--- src/rtl/alu_share_arb.sv ---
// Time-shares one external combinational ALU between the EXU (requester 0) and the
// address/CSR helper (requester 1) with round-robin priority and one operation in flight.
//
// state | meaning
// IDLE  | waiting for a request; ready is combinational from valid and priority
// EXEC  | operand registers drive the ALU; result captured at the next edge
// RESP  | captured result offered to the granted requester until it takes it
module alu_share_arb #(
    parameter int DATA_WIDTH = 32,
    parameter int CNT_WIDTH  = 16
) (
    input  logic                  clk,
    input  logic                  rst_n,

    input  logic                  r0_valid,
    output logic                  r0_ready,
    input  logic [DATA_WIDTH-1:0] r0_a,
    input  logic [DATA_WIDTH-1:0] r0_b,
    input  logic [3:0]            r0_ctr,
    output logic                  r0_rvalid,
    input  logic                  r0_rready,
    output logic [DATA_WIDTH-1:0] r0_result,
    output logic                  r0_zero,

    input  logic                  r1_valid,
    output logic                  r1_ready,
    input  logic [DATA_WIDTH-1:0] r1_a,
    input  logic [DATA_WIDTH-1:0] r1_b,
    input  logic [3:0]            r1_ctr,
    output logic                  r1_rvalid,
    input  logic                  r1_rready,
    output logic [DATA_WIDTH-1:0] r1_result,
    output logic                  r1_zero,

    output logic [DATA_WIDTH-1:0] alu_a,
    output logic [DATA_WIDTH-1:0] alu_b,
    output logic [3:0]            alu_ctr,
    input  logic [DATA_WIDTH-1:0] alu_out,
    input  logic                  alu_zero,

    output logic                  busy,
    output logic [CNT_WIDTH-1:0]  op_cnt
);

    typedef enum logic [1:0] {
        IDLE = 2'd0,
        EXEC = 2'd1,
        RESP = 2'd2
    } state_t;

    state_t                r_state;
    state_t                w_state_nxt;
    logic                  r_prio;
    logic                  r_gnt;
    logic [DATA_WIDTH-1:0] r_op_a;
    logic [DATA_WIDTH-1:0] r_op_b;
    logic [3:0]            r_op_ctr;
    logic [DATA_WIDTH-1:0] r_result;
    logic                  r_zero;
    logic [CNT_WIDTH-1:0]  r_op_cnt;

    logic                  w_r0_ready;
    logic                  w_r1_ready;
    logic                  w_resp_done;

    always_ff @(posedge clk or negedge rst_n) begin
        if (!rst_n) begin
            r_state <= IDLE;
        end else begin
            r_state <= w_state_nxt;
        end
    end

    always_comb begin
        w_state_nxt = r_state;
        w_r0_ready  = 1'b0;
        w_r1_ready  = 1'b0;
        w_resp_done = 1'b0;
        case (r_state)
            IDLE: begin
                // A lone requester wins regardless of priority; ties go to r_prio.
                w_r0_ready = r0_valid & (~r1_valid | ~r_prio);
                w_r1_ready = r1_valid & (~r0_valid |  r_prio);
                if (w_r0_ready || w_r1_ready) begin
                    w_state_nxt = EXEC;
                end
            end
            EXEC: begin
                w_state_nxt = RESP;
            end
            RESP: begin
                w_resp_done = r_gnt ? r1_rready : r0_rready;
                if (w_resp_done) begin
                    w_state_nxt = IDLE;
                end
            end
            default: begin
                w_state_nxt = IDLE;
            end
        endcase
    end

    always_ff @(posedge clk or negedge rst_n) begin
        if (!rst_n) begin
            r_op_a   <= '0;
            r_op_b   <= '0;
            r_op_ctr <= '0;
            r_gnt    <= 1'b0;
        end else if (w_r0_ready) begin
            r_op_a   <= r0_a;
            r_op_b   <= r0_b;
            r_op_ctr <= r0_ctr;
            r_gnt    <= 1'b0;
        end else if (w_r1_ready) begin
            r_op_a   <= r1_a;
            r_op_b   <= r1_b;
            r_op_ctr <= r1_ctr;
            r_gnt    <= 1'b1;
        end
    end

    always_ff @(posedge clk or negedge rst_n) begin
        if (!rst_n) begin
            r_result <= '0;
            r_zero   <= 1'b0;
        end else if (r_state == EXEC) begin
            r_result <= alu_out;
            r_zero   <= alu_zero;
        end
    end

    // Priority only moves on completion, so an aborted or stalled op never skips a turn.
    always_ff @(posedge clk or negedge rst_n) begin
        if (!rst_n) begin
            r_prio   <= 1'b0;
            r_op_cnt <= '0;
        end else if (w_resp_done) begin
            r_prio   <= ~r_gnt;
            r_op_cnt <= r_op_cnt + 1'b1;
        end
    end

    assign r0_ready  = w_r0_ready;
    assign r1_ready  = w_r1_ready;

    assign r0_rvalid = (r_state == RESP) & ~r_gnt;
    assign r1_rvalid = (r_state == RESP) &  r_gnt;
    assign r0_result = r0_rvalid ? r_result : '0;
    assign r1_result = r1_rvalid ? r_result : '0;
    assign r0_zero   = r0_rvalid & r_zero;
    assign r1_zero   = r1_rvalid & r_zero;

    assign alu_a     = r_op_a;
    assign alu_b     = r_op_b;
    assign alu_ctr   = r_op_ctr;

    assign busy      = (r_state != IDLE);
    assign op_cnt    = r_op_cnt;

endmodule

--- config.mk ---
export PLATFORM = sky130hd
export DESIGN_NAME = alu_share_arb
export DESIGN_NICKNAME = d
export VERILOG_FILES = /design/src/rtl/alu_share_arb.sv
export SDC_FILE = /design/constraint.sdc
export NUM_CORES = 1
export LEC_CHECK = 0
export ABC_AREA = 1
export CORE_AREA = 3 3 128 130
export DETAILED_ROUTE_END_ITERATION = 16
export DIE_AREA = 0 0 131 133
export DONT_BUFFER_PORTS = 1
export PLACE_DENSITY = 0.57
export SLEW_MARGIN = 20
export SYNTH_ARGS = -nofsm -noshare
export SYNTH_HDL_FRONTEND = slang
export SYNTH_SLANG_ARGS = --single-unit
--- constraint.sdc ---
create_clock -name clk -period 2.5 [get_ports clk]
set_input_delay 0.375 -clock clk [delete_from_list [all_inputs] [get_ports clk]]
set_output_delay 0.375 -clock clk [all_outputs]
set_load 0.005 [all_outputs]
==> impl_metrics.ini <==
[global_routing]
grt_max_degree = 122
groute.usage.overall = 0.183
grt_pass1_wl_mm = 24.6
grt_overflow = 0
grt_pass1_vias = 4609
antenna_found_initial = 3

[clock_tree]
htreeDepth = 4
cts_buffer_depth = 2
clk_latency_ns = 0.40
root_buffer = clkbuf_16
clk_pin_slew_ns = 0.06
cts_made_buffers = 17
cts_tree = done
clock-sinks = 121

[sta]
tightest_slew_ns = 0.672
final.setup.tns_ns = 0
hold-worst-slack_ns = -0.341
drv_slew = 0
fin_skew_ns = 0.00696
layout_setup_ws_ns = 0.248
hold_viol_final = 121
rsz0062_at_grt = no
slew-limit-headroom = 0.552
setup_viol = 0
clock.fmax_ghz = 0.444
post-route-min-period_ns = 2.25
min_period_over_period = 0.901

[logic_synthesis]
yosys_warnings = 0
netlist_top_cells_area = dfrtp_1, nor2_1, nand2_1
synth_common_cells = nor2_1, dfrtp_1, nand2_1
synth_seq_cells = 121
synth_cell_types = 24
synth_edf_count = 0
syn_avg_cell_area_um2 = 7.91
syn_inst = 723
synth_largest_area_cell = dfrtp_1
syn_area_um2 = 5720
yosysTopAreaCellShare = 0.529
syn-num-nets = 899
synth_sequential_area_ratio = 0.529
synth_ff_type = dfrtp_1
synth.most_common_cell = nor2_1
async_reset_ff_frac = 1.00

[placed_design]
io_buffer_count = 0
hpwl_mm = 11.8
gp_congestion = 0.792
post-place-ws_ns = 0.331

[cells_and_area]
final_util = 0.423
nets = 884
syn2layout_area_growth_pct = 12.9
drive_above_1_share = 0.0735
fillers = 1530

[route]
antenna_left = 0
drt_first_pass_iters = 5
first_iter_violations = 276
vias = 4732
vias_per_cell = 5.06
drt_wl_total_mm = 16.7
wl_per_cell_um = 17.8
drc = 0

[floorplan]
dieWidth_um = 131
die_h_um = 133
start_util = 0.375
die-area_um2 = 17400
coreArea_um2 = 15300
io_pins = 330
rows = 45

[status]
status = finished, violations left
violations = negative hold slack

[power_and_ir_drop]
ir_worst_vdd_uv = 676
power_leakage_nw = 3.06
p_per_area_nw_per_um2 = 1370

[critical_path]
critPathMaxFanout = 17
crit_type = flop to primary output
arrival_ns = 1.88
cp-start-kind = flop
crit_required_ns = 2.12
end_kind = primary output

[min_path]
hp-class = primary input to asynchronous set/reset pin

[run]
maxCapViolations = 0
[cells in the final DEF, fill, tap and decap left out, drive strengths merged]
cell / n
nand2: 120
ha: 1
nor2: 181
bufinv: 5
buf: 8
diode: 3
xnor2: 3
or2: 1
nand3b: 2
clkinv: 3
xor2: 3
nand3: 10
a21oi: 34
clkbuf: 20
nand4: 9
dfrtp: 121
inv: 55
o21ai: 139
clkinvlp: 6
[cell type report]
cell class	count	area [µm²]	share of cell area
antenna	3	7.51	0.00116
multi-input combinational	503	2240	0.346
clock inverter	12	199	0.0308
sequential	121	3030	0.469
timing repair inverter	1	7.51	0.00116
timing repair buffer	8	60.1	0.00930
clock buffer	20	437	0.0676
inverter	56	216	0.0335
tap	211	264	0.0409
[per-stage QoR]
step	power [mW]	hold WS [ns]	instance area, µm²	cells
floorplan	5.57	0.0794	5720	723
global placement	6.10	0.0823	5780	897
detailed placement	6.25	0.0824	5780	897
CTS	8.93	-0.367	6420	929
global route	9.56	-0.375	6450	933
finish	8.81	-0.341	6450	935
[state kept, by name (all words and copies together) (netlist names)]
signal and count:
op_cnt 16, r_result 32, alu_b 32, alu_ctr 4
r_zero 1, alu_a 32, r_gnt 1, r_state 2
r_prio 1
[per-layer routing]
layer,wire [µm],GRT usage,vias to the layer above
met5,0,0,-
met4,222,0.0794,0
met3,1690,0.0848,17
met2,8420,0.304,236
met1,6330,0.197,2205
li1,-,-,2274
[final timing paths]
check	slack (ns)	cells past startpoint	endpoint	startpoint
max in group asynchronous	2.62	0	alu_b[21]	rst_n
worst max register to register	0.37	6	alu_b[5]	r_state[1]
worst min-delay path	-0.34	0	op_cnt[6]	rst_n
worst max-delay path	0.25	6	r1_result[6]	r_state[0]
worst min register to register	0.52	2	alu_a[26]	alu_a[26]
min in group clk	0.13	2	r_result[12]	alu_out[12]
[what timing repair did]
action / CTS / global route
endpoints found under the hold margin: 121 / 121
buffers inserted: 0 / 2
resized for setup: 0 / 4
setup endpoints to repair: 0 / 44
[kinds of logic after synthesis]
family | count (synthesis) | share of synthesized area
AND/OR/NAND/NOR | 323 | 0.228
adder cells (fa/ha/maj) | 1 | 0.00219
XOR/XNOR | 6 | 0.00919
buffers and inverters | 99 | 0.0801
flip-flops | 121 | 0.529
AO/OA/AOI/OAI | 173 | 0.151
[where the power goes]
group	internal [mW]	switching (mW)	total [mW]
clock	1.77	0.869	2.63
combinational	0.802	1.86	2.66
sequential	2.85	0.665	3.52
[critical path, cell delays in order, from the launching register on]
cell	delay, ns
dfrtp_1	0.40
inv_1	0.08
nand2_1	0.11
nor2_2	0.33
clkinvlp_4	0.13
buf_4	0.22
nor2_1	0.18
Power figures use the tool's default switching activity.
